--- config.mk ---
export PLATFORM = sky130hd
export DESIGN_NAME = keypad_scanner
export DESIGN_NICKNAME = d
export VERILOG_FILES = /design/src/rtl/keypad_scanner.sv
export SDC_FILE = /design/constraint.sdc
export NUM_CORES = 1
export LEC_CHECK = 0
export CAP_MARGIN = 20
export CELL_PAD_IN_SITES_DETAIL_PLACEMENT = 0
export CELL_PAD_IN_SITES_GLOBAL_PLACEMENT = 1
export CORE_MARGIN = 3
export CORE_UTILIZATION = 45
export DETAILED_ROUTE_END_ITERATION = 8
export PLACE_DENSITY = 0.83
export SYNTH_ARGS = -nofsm -noshare
export SYNTH_HDL_FRONTEND = slang
export SYNTH_SLANG_ARGS = --single-unit
--- constraint.sdc ---
create_clock -name clock_100Mhz -period 3.7 [get_ports clock_100Mhz]
set_clock_uncertainty 0.05 [all_clocks]
set_input_delay 0.74 -clock clock_100Mhz [delete_from_list [all_inputs] [get_ports clock_100Mhz]]
set_output_delay 0.74 -clock clock_100Mhz [all_outputs]
set_load 0.005 [all_outputs]
--- src/rtl/keypad_scanner.sv ---
// keypad_scanner: 4x4 matrix keypad reader with sweep-level debounce and one-shot key strobe
// Ports: clock_100Mhz clock; reset async active-low; row[3:0] active-low row inputs;
//        col[3:0] active-low column drive; key_code[3:0] debounced key; key_valid new-key pulse;
//        key_held debounced press level.
module keypad_scanner #(
  parameter int DWELL_CYCLES    = 100000,
  parameter int DEBOUNCE_SWEEPS = 4
) (
  input  logic       clock_100Mhz,
  input  logic       reset,
  input  logic [3:0] row,
  output logic [3:0] col,
  output logic [3:0] key_code,
  output logic       key_valid,
  output logic       key_held
);
  localparam int CW = $clog2(DWELL_CYCLES);
  localparam int MW = $clog2(DEBOUNCE_SWEEPS + 1);
  localparam logic [CW-1:0] CNT_LAST  = CW'(DWELL_CYCLES - 1);
  localparam logic [MW-1:0] MATCH_MAX = MW'(DEBOUNCE_SWEEPS);
  // nibble {c,r} holds the hex legend of the key at column c, row r
  localparam logic [63:0] KEY_MAP = 64'hDCBA_E963_F852_0741;
  typedef enum logic [1:0] {RES_NONE, RES_KEY, RES_MULTI} res_e;
  logic [3:0]    row_meta_q, row_sync_q;
  logic [CW-1:0] cnt_q, cnt_d;
  logic [1:0]    col_idx_q, col_idx_d;
  logic          acc_seen_q, acc_seen_d, acc_multi_q, acc_multi_d;
  logic [3:0]    acc_code_q, acc_code_d;
  res_e          cand_q, cand_d;
  logic [3:0]    cand_code_q, cand_code_d;
  logic [MW-1:0] match_q, match_d;
  logic [3:0]    code_q, code_d;
  logic          held_q, held_d, valid_q, valid_d;
  logic          sample, sweep_end, hit, hit_multi, same, stable, new_key, drop;
  logic          sw_seen, sw_multi;
  logic [3:0]    low, hit_code, sw_code;
  logic [1:0]    hit_row;
  logic [MW-1:0] match_next;
  res_e          res;
  always_comb begin
    sample     = cnt_q == CNT_LAST;
    sweep_end  = sample && col_idx_q == 2'd3;
    low        = ~row_sync_q;
    hit        = |low;
    // more than one low row bit in this column
    hit_multi  = |(low & (low - 4'd1));
    hit_row    = low[0] ? 2'd0 : low[1] ? 2'd1 : low[2] ? 2'd2 : 2'd3;
    hit_code   = KEY_MAP[{col_idx_q, hit_row, 2'b00} +: 4];
    // running sweep result including the column being sampled now
    sw_seen    = acc_seen_q | hit;
    sw_multi   = acc_multi_q | hit_multi | (acc_seen_q & hit);
    sw_code    = hit ? hit_code : acc_code_q;
    res        = sw_multi ? RES_MULTI : sw_seen ? RES_KEY : RES_NONE;
    same       = res == cand_q && (res != RES_KEY || sw_code == cand_code_q);
    match_next = !same ? MW'(1) : match_q == MATCH_MAX ? match_q : MW'(match_q + 1'b1);
    stable     = match_next == MATCH_MAX;
    new_key    = stable && res == RES_KEY && (!held_q || sw_code != code_q);
    drop       = stable && res == RES_NONE;
  end
  always_comb begin
    cnt_d       = sample ? '0 : CW'(cnt_q + 1'b1);
    col_idx_d   = sample ? col_idx_q + 2'd1 : col_idx_q;
    acc_seen_d  = sweep_end ? 1'b0 : sample ? sw_seen : acc_seen_q;
    acc_multi_d = sweep_end ? 1'b0 : sample ? sw_multi : acc_multi_q;
    acc_code_d  = sweep_end ? 4'd0 : sample ? sw_code : acc_code_q;
    cand_d      = sweep_end ? res : cand_q;
    cand_code_d = sweep_end ? sw_code : cand_code_q;
    match_d     = sweep_end ? match_next : match_q;
    valid_d     = sweep_end && new_key;
    code_d      = (sweep_end && new_key) ? sw_code : code_q;
    held_d      = (sweep_end && new_key) ? 1'b1 : (sweep_end && drop) ? 1'b0 : held_q;
  end
  always_ff @(posedge clock_100Mhz or negedge reset) begin
    if (!reset) begin
      row_meta_q  <= 4'hF;
      row_sync_q  <= 4'hF;
      cnt_q       <= '0;
      col_idx_q   <= 2'd0;
      acc_seen_q  <= 1'b0;
      acc_multi_q <= 1'b0;
      acc_code_q  <= 4'd0;
      cand_q      <= RES_NONE;
      cand_code_q <= 4'd0;
      match_q     <= '0;
      code_q      <= 4'd0;
      held_q      <= 1'b0;
      valid_q     <= 1'b0;
    end else begin
      row_meta_q  <= row;
      row_sync_q  <= row_meta_q;
      cnt_q       <= cnt_d;
      col_idx_q   <= col_idx_d;
      acc_seen_q  <= acc_seen_d;
      acc_multi_q <= acc_multi_d;
      acc_code_q  <= acc_code_d;
      cand_q      <= cand_d;
      cand_code_q <= cand_code_d;
      match_q     <= match_d;
      code_q      <= code_d;
      held_q      <= held_d;
      valid_q     <= valid_d;
    end
  end
  assign col       = ~(4'b0001 << col_idx_q);
  assign key_code  = code_q;
  assign key_valid = valid_q;
  assign key_held  = held_q;
endmodule

== Word level (Yosys, flattened, before mapping) ==
Index checks and enable logic that the tools add are counted.

* $add $sub $neg: 4
* Bitwise logic cells: 7
* Reduce and logical (&&, ||, !) cells: 15
* Multiplexer cells: 17
* Equality and inequality tests: 9
* Shift operators: 2

{| class="wikitable"
|+ Operators with widths
! kind !! count
|-
| 64-bit by 7-bit variable part select with 4-bit output (first input constant) || 1
|-
| 17-bit by 1-bit adder with 17-bit output (second input constant) || 1
|-
| 17-bit equality test (second input constant) || 1
|-
| 17-bit 2-to-1 mux || 1
|-
| 4-bit 2-to-1 mux || 3
|-
| 1-bit 2-to-1 mux || 8
|-
| 4-bit inverter || 2
|-
| 4-bit OR reduction || 2
|-
| 1-bit logical AND || 7
|-
| 3-bit equality test (second input constant) || 2
|-
| 2-bit 2-to-1 mux || 3
|-
| 3-bit 2-to-1 mux || 2
|-
| 4-bit AND || 1
|-
| 4-bit equality test || 1
|-
| 4-bit != test || 1
|-
| 2-bit nonzero test || 2
|-
| 1-bit by 2-bit left shift with 4-bit output (first input constant) || 1
|-
| 4-bit by 1-bit subtractor with 4-bit output (second input constant) || 1
|-
| 3-bit by 1-bit adder with 3-bit output (second input constant) || 1
|-
| 1-bit bitwise OR || 3
|-
| 2-bit by 1-bit adder with 2-bit output (second input constant) || 1
|-
| 2-bit by 1-bit equality test with 1-bit output (second input constant) || 1
|-
| 2-bit equality test || 1
|-
| 2-bit equality test (second input constant) || 1
|-
| 5 further kinds || 6
|}

* Output and inout port bits: 10
* Word-level logic and storage cells: 67
* Register bits after elaboration: 48

== Logic depth before layout (Yosys ltp) ==
Gate-level depths: netlist of run 1.

* Depth in word-level cells: 16
* Gate-level depth with buffers: 11
* Mapped depth without buffers: 10

== Worst setup path before layout of run 1 ==
No wires, ideal clock.

* Path kind: reg-to-reg
* From: register row_sync_q[2]
* To: register code_q[1] (netlist: key_code[1])
* Arrival time: 2,702 ps
* Data required time: 3,525 ps
* Setup time: 125 ps
* Clock period less this slack: 2,877 ps
* Setup slack: 823 ps
* Cell stages (with the launch flop): 10
* Cell sequence: dfstp_2 > clkbuf_1 > o21ai_0 > ha_1 > mux4_2 > xnor2_1 > a31oi_1 > nor3_2 > nand4_2 > mux2_2

* Cells in the longest elaborated chain, start to end: 15
* Elaborated cells between the ends (all ways): 29
* Those cells by class: 1 x add/sub; 6 x eq/ne; 1 x shift; 7 x mux; 6 x bitwise; 8 x reduce/logical

{| class="wikitable"
|+ Ends and longest elaborated chain
! element !! RTL line !! text
|-
| start: declaration || 24 || <nowiki>logic [3:0] row_meta_q, row_sync_q;</nowiki>
|-
| start signal: assignment || 90 || <nowiki>row_sync_q <= row_meta_q;</nowiki>
|-
| 4-bit inverter * || 43 || <nowiki>low = ~row_sync_q;</nowiki>
|-
| parallel branches: the longest is 14 deep, another holds 64-bit by 7-bit variable part select with 4-bit output || - ||
|-
| end signal: assignment || 99 || <nowiki>code_q <= code_d;</nowiki>
|-
| end: declaration || 32 || <nowiki>logic [3:0] code_q, code_d;</nowiki>
|}

Every way passes the cells marked *.
A chain may end at the register's enable or synchronous reset.

== Worst setup path after layout of run 1 ==
* From: register row_sync_q[1]
* To: register code_q[2] (netlist: key_code[2])

* Cells in the longest elaborated chain, start to end: 15
* Elaborated cells between the ends (all ways): 28
* Those cells by class: 1 x add/sub; 6 x eq/ne; 1 x shift; 6 x mux; 6 x bitwise; 8 x reduce/logical

{| class="wikitable"
|+ Ends and longest elaborated chain
! element !! RTL line !! text
|-
| 4-bit inverter * || 43 ||
|-
| 4-bit by 1-bit subtractor with 4-bit output || 46 || <nowiki>hit_multi = |(low & (low - 4'd1));</nowiki>
|-
| 4-bit AND || 46 ||
|-
| 4-bit OR reduction || 46 ||
|-
| 1-bit bitwise OR (2 in a row) || 51 || <nowiki>sw_multi = acc_multi_q | hit_multi | (acc_seen_q & hit);</nowiki>
|-
| 2-bit 2-to-1 mux || 53 || <nowiki>res = sw_multi ? RES_MULTI : sw_seen ? RES_KEY : RES_NONE;</nowiki>
|-
| 2-bit by 1-bit != test with 1-bit output || 54 || <nowiki>same = res == cand_q && (res != RES_KEY || sw_code == cand_code_q);</nowiki>
|-
| 1-bit logical OR || 54 ||
|-
| 1-bit logical AND || 54 ||
|-
| 3-bit 2-to-1 mux || 55 || <nowiki>match_next = !same ? MW'(1) : match_q == MATCH_MAX ? match_q : MW'(match_q + 1'b1);</nowiki>
|-
| 3-bit equality test || 56 || <nowiki>stable = match_next == MATCH_MAX;</nowiki>
|-
| 1-bit logical AND (2 in a row) || 57 || <nowiki>new_key = stable && res == RES_KEY && (!held_q || sw_code != code_q);</nowiki>
|-
| 1-bit logical AND || 70 || <nowiki>code_d = (sweep_end && new_key) ? sw_code : code_q;</nowiki>
|}

Every way passes the cells marked *; elsewhere a longest branch is shown, timed or not.

==> results.md, run 1 <==
* Outcome: finished clean
* Hold-fix buffers at CTS at 0
* CTS clk-pin slew, worst paths at 0.09 ns
* Register bit total from synthesis at 48
* DRT Pass-1 Iters at 4
* R2r startpoint: row_sync_q[1]
* Pwr Total at 0.000926 W
* Total negative slack at 0 ns
* Final WL at 4.88 mm
* PD cells at between 300 and 400 nW/um^2
* Simple-gate share of the synthesized area at 19.7%
* Avg WL per Cell at 14.3 um
* Crit path required time at 3.84 ns
* Crit path max-delay family: compound AO/OA/AOI/OAI gates
* Clk Latency, worst-skew pair at 0.30 ns
* Die Y at 81.0 um
* Initial Utilization at 48.1%
* Die width at 81.0 um
* Post-route cell area at 2860 sq um
* Routed vias/inst at about 5.4
* Synth Cell Area at 2530 sq um
* Total gr overflow at 0
* Sequential-to-total area share from yosys stat at ~48%
* Worst R2R Path Depth at 9
* Post-route ant nets at 0
* CTS Buffer Depth at 2
* Leading area contributor after synthesis: dfrtp_1
* Buf+Inv Stages, Crit Path at 1
* Post-CTS setup buffer count at 0
* Tmin final at ~3.1 ns
* CTS tree: yes
* Slew Limit Fails at 0
* Synth warn at 0
* # port buffers at 15
* RSZ-0062 raised after global routing: no
* Placed cell area at 2740 sq um
* DRT iter0 DRCs at 97
* Largest family of logic cells by synthesized area: simple AND/OR/NAND/NOR gates
* Final core utilization at 54.2%
* Num rows at 26
* # nets final at 287
* Detailed-route via count at roughly 1800
* Core Footprint at 5270 sq um
* Tcrit/Tclk final at 84.1%
* Htree depth at 2
* MaxCap Viol Count at 0
* Post-cts sizing count at 0
* CP peak stage delay at around 0.61 ns
* Peak VDD IR at roughly 0.20 mV
* Maximum number of pins on one net before global-route repair at 49
* Worst slew margin at 70.0%
* ANT cells at 0
* Post-synthesis mux area share at 4.30%
* GR Util All Layers at between 10% and 20%
* Vias in the first global route at 1734
* Dpl hpwl at 3.52 mm
* Global-route wire length before repair at 8.32 mm
* Worst-path fanout max at 9
* Worst path slowest cell: dfstp_2
* Least-Margin Pin Slew at 0.446 ns
* Synth cell types at 48
* Finish-stage setup viols at 0
* Crit Path Class: reg2reg
* Reg-to-reg endpoint: key_code[2]
* CP cell instances: inv_1 > o21ai_0 > ha_1 > o31ai_1 > a22oi_1 > a21o_1 > nor3_2 > nand4_2 > mux2_2
* Share of cells above drive strength 1 at roughly 13%
* Main synth FF type: dfrtp_1
* Top-area cell type share of the netlist area at between 30% and 40%
* Fmax at 0.322 GHz
* Post-synth EDFFs at 0
* Layout area overhead at 12.7%
* Synth Area in XOR/XNOR at 8.64%
* Post-Synth Adder-Cell Area at approximately 5.3%
* Syn Inst Count at 254
* Mapped Avg Cell Area at 9.98 sq um
* I/O pins at 16
* Synth async-reset ratio at 100%
* Root buf cell: clkbuf_8
* Num CTS Buffers at 5
* Critical path arrival at 3.25 ns
* Clock sinks at 48
* Final count of hold timing violations at 0
* Synth Net Count at 270
* CP Capture Type: flop
* Synth area leaders: dfrtp_1 40%, dfstp_2 8.3%, ha_1 4.9%
* Compound-Gate Fraction of Synth Area at 10.4%
* Die area at 6570 sq um
* HP Class: in2async
* FF-to-FF setup slack at about 0.59 ns
* CP startpoint kind: flop
* Antenna violations before repair at 0
* P_leak at 1.28 nW
* Final GP Congestion at 0.794
* Drt drc at 0
==> cells in the final DEF, fill, tap and decap left out, types with 2 or more instances in the layout <==
master           netlist  final
inv_1                 14     14
or3_1                  3      3
a22o_1                 4      4
nand2_1               27     27
buf_4                  1      2
clkdlybuf4s50_1        0     14
mux2i_1                3      3
o31ai_1                3      3
xnor2_1               13     13
nand3b_1               2      2
nand2b_1               3      3
and3_1                 3      3
a31oi_1                2      2
and2_1                 3      3
clkbuf_8               0      6
nand3_1               10     10
nand4_2                2      2
nand4_1                5      5
a21oi_1                6      6
nand4b_1               2      2
xor2_1                12     12
dfrtp_1               40     40
a2bb2oi_1              2      2
ha_1                  10     10
mux2_2                 5      5
nor2_1                21     21
dfstp_2                8      8
nor3_1                 8      8
o21ai_0               16     16
o22ai_1                2      2
==> area by class of cell <==
cell class	count	area (sq um)
Fill cell	507	2410
Multi-Input combinational cell	183	1220
Sequential cell	48	1210
Timing Repair Buffer	18	180
Tap cell	70	87.6
Clock buffer	6	82.6
Inverter	15	56.3
Clock inverter	2	13.8
==> layer usage <==
| layer | track usage, % | vias to the layer above | wire (um) |
|---|---|---|---|
| li1 | - | 916 | - |
| met1 | 22.7 | 888 | 2420 |
| met5 | 0 | - | 0 |
| met4 | 7.43 | 0 | 95 |
| met3 | 3.66 | 7 | 137 |
| met2 | 25.0 | 26 | 2230 |
==> per-stage QoR <==
stage,setup WS [ns],hold slack [ns],std cells
2_1_floorplan,0.823,0.295,254
3_3_place_gp,0.729,0.297,333
3_5_place_dp,0.666,0.297,333
4_1_cts,0.622,0.312,341
5_1_grt,0.360,0.210,342
6_report,0.590,0.217,342
==> power by group <==
part / switching [W] / internal, W / total, W
sequential: 0.00000585 / 0.000532 / 0.000538
clock: 0.000177 / 0.000153 / 0.000330
combinational: 0.0000339 / 0.0000235 / 0.0000574
==> worst max path at each step <==
stage | from | endpoint | slack (ns) | depth (start not counted)
after global routing | row_sync_q[1] | key_code[3] | 0.36 | 9
after global placement | row_sync_q[1] | key_code[1] | 0.73 | 9
after floorplan | row_sync_q[2] | key_code[1] | 0.82 | 9
after detailed placement | row_sync_q[1] | key_code[1] | 0.67 | 9
final | row_sync_q[1] | key_code[2] | 0.59 | 9
after CTS | row_sync_q[1] | key_code[2] | 0.62 | 9
==> kinds of logic after synthesis <==
logic type,Yosys count
fa+ha+maj,11
mux,9
simple gates,97
xor+xnor,25
buf+inv,23
flops,48
compound gates,41
==> cells in the mapped netlist (4+ instances only) <==
cell,n
a22o_1,4
nor2_1,21
ha_1,10
nor3_1,8
xnor2_1,13
nand3_1,10
inv_1,14
o21ai_0,16
clkbuf_1,5
nand4_1,5
dfstp_2,8
dfrtp_1,40
a21oi_1,6
xor2_1,12
nand2_1,27
mux2_2,5
==> registers in the layout, indices dropped and copies added, names as in the netlist, 2 cells and up <==
| register | cells |
|---|---|
| col_idx_q | 2 |
| match_q | 3 |
| cand_code_q | 4 |
| cnt_q | 17 |
| acc_code_q | 4 |
| key_code | 4 |
| cand_q | 2 |
| row_sync_q | 4 |
| row_meta_q | 4 |
==> worst reg2reg max path: cells and delay by family, from the launching register on <==
family | cells | cell delay, ns
flops | 1 | 0.61
buf+inv | 1 | 0.08
compound gates | 4 | 1.19
fa+ha+maj | 1 | 0.31
mux | 1 | 0.33
simple gates | 2 | 0.43
(Power assumes the default switching activity.)
==> run 2: changes to the inputs <==
CORE_UTILIZATION = 42   (was 45)
PLACE_DENSITY = 0.82   (was 0.83)
clock period = 2.75 ns   (was 3.7 ns; I/O delays follow)
==> results.md, run 2 (synthesis gave the netlist of run 1 again) <==
* RSZ-0062 raised after global routing: yes
* Total gr overflow at 0
* P_leak at 1.37 nW
* Failing checks: setup timing
* Clk Latency, worst-skew pair at 0.30 ns
* Combinational power share at about 8.0%
* HP Class: reg2reg
* CTS tree: yes
* Die Y at 83.7 um
* Antenna violations before repair at 0
* Vias in the first global route at 1948
* I/O pins at 16
* Clock sinks at 48
* Root buf cell: clkbuf_8
* Tmin final at roughly 2.8 ns
* Layout area overhead at 20.2%
* Commonest non-fill, non-tap cell in the layout: dfrtp_1
* Clock share of power at 37.8%
* CP peak stage delay at approximately 0.56 ns
* Reg with most FFs: cnt_q
* Dpl cells at 350
* Detailed-route via count at 1906
* Drt drc at 0
* Internal at 0.00104 W
* PD cells at 436 nW/um^2
* Die width at 83.7 um
* Post-route ant nets at 0
* Worst slew margin at between 30% and 40%
* Dpl hpwl at 3.80 mm
* Htree depth at 2
* Outcome: finished with violations
* Global-route wire length before repair at 9.09 mm
* Maximum number of pins on one net before global-route repair at 43
* Hold_ws at around 0.31 ns
* CP cell instances: inv_2 > o21ai_4 > ha_4 > mux4_2 > xnor2_2 > a31oi_2 > nor3_2 > nand4_4 > mux2_4
* Initial Utilization at 44.6%
* Die area at approximately 7000 sq um
* Fmax at approximately 0.36 GHz
* Slew Limit Fails at 0
* Crit Path Class: reg2reg
* Num rows at 27
* Final GP Congestion at 0.801
* CTS Buffer Depth at 2
* MaxCap Viol Count at 0
* Routed vias/inst at 5.28
* Worst-path fanout max at 5
* Worst Slack Setup Final at -0.0284 ns
* Worst path slowest cell: dfstp_2
* Avg WL per Cell at 14.6 um
* Peak VDD IR at 0.283 mV
* Core Footprint at 5680 sq um
* Critical path arrival at roughly 3 ns
* # nets final at 304
* CTS clk-pin slew, worst paths at 0.09 ns
* Num CTS Buffers at 5
* Reg power frac at 54.3%
* Least-Margin Pin Slew at 0.935 ns
* Crit path required time at 2.90 ns
* Final WL at 5.28 mm
* ANT cells at 0
* DRT Pass-1 Iters at 4
* Max FFs per register at 17
* Share of cells above drive strength 1 at 19.4%
* Finish-stage setup viols at 2
* DRT iter0 DRCs at 78
* Sw power at 0.000293 W
* Layout Cells excl Fill at 361
* # port buffers at 15
* Switching Fraction at about 22%
* Tcrit/Tclk final at 101%
* Hold-fix buffers at CTS at 0
* CP startpoint kind: flop
* CP Capture Type: flop
* GR Util All Layers at 15.9%
* Final count of hold timing violations at 0
* Most frequent cells in the layout: 40 x dfrtp_1, 27 x nand2_1, 21 x nor2_1
-- run 2: cell type report --
type                       instances  area (sq um)
clock buffer                       7          76.3
clock inverter                     1          30.0
fill                             505          2630
inverter                          15          56.3
multi-input combinational        183          1280
sequential                        48          1210
tap                               72          90.1
timing repair buffer              35           299
-- run 2: layer usage --
metal	up-vias	part of all wire [%]	global-route usage, %
met3	5	2.4	4.44
met5	-	0	0
met1	946	48	21.2
li1	945	-	-
met4	0	0.99	4.24
met2	10	48	25.5
-- run 2: worst paths after layout --
path,depth (start not counted),slack [ns],from,to
max in group asynchronous,2,1.60,reset,row_sync_q[3]
min reg2reg,0,0.31,row_meta_q[0],row_sync_q[0]
min in group asynchronous,1,0.34,reset,cand_q[1]
max,9,-0.03,row_sync_q[1],key_code[2]
min,0,0.31,row_meta_q[0],row_sync_q[0]
max reg2reg,9,-0.03,row_sync_q[1],key_code[2]
-- run 2: worst max-delay path: cells and delay by family (launching register included) --
kind / cells / cell delay [ns]
AO/OA/AOI/OAI: 2 / 0.31
XOR/XNOR: 1 / 0.18
adder cells (fa/ha/maj): 1 / 0.23
buffers and inverters: 1 / 0.06
flip-flops: 1 / 0.56
multiplexers: 2 / 0.82
AND/OR/NAND/NOR: 2 / 0.47
-- run 2: power groups by stage --
stage | clock network [W] | logic, W | registers [W]
after floorplan | 0 | 0.0000523 | 0.000732
after global placement | 0 | 0.0000972 | 0.000734
after detailed placement | 0 | 0.0000985 | 0.000734
after CTS | 0.000515 | 0.0000991 | 0.000720
after global routing | 0.000542 | 0.000117 | 0.000722
final | 0.000502 | 0.000106 | 0.000721
-- run 2: metrics by stage --
stage	instance area (sq um)	utilization, %	worst slack [ns]	total power [W]	setup TNS (ns)
2_1_floorplan	2540	-	0.0524	0.000784	0
3_3_place_gp	2860	50.4	0.0850	0.000831	0
3_5_place_dp	2860	50.4	-0.0304	0.000832	-0.0699
4_1_cts	2970	52.4	0.0280	0.00133	0
5_1_grt	3050	53.7	-0.119	0.00138	-0.436
6_report	3050	53.7	-0.0284	0.00133	-0.0291
-- run 2: repair_timing --
item | CTS | global route
setup buffers | 1 | 2
pin swaps | 2 | 5
setup endpoints to repair | 4 | 8
gates resized for setup | 0 | 10
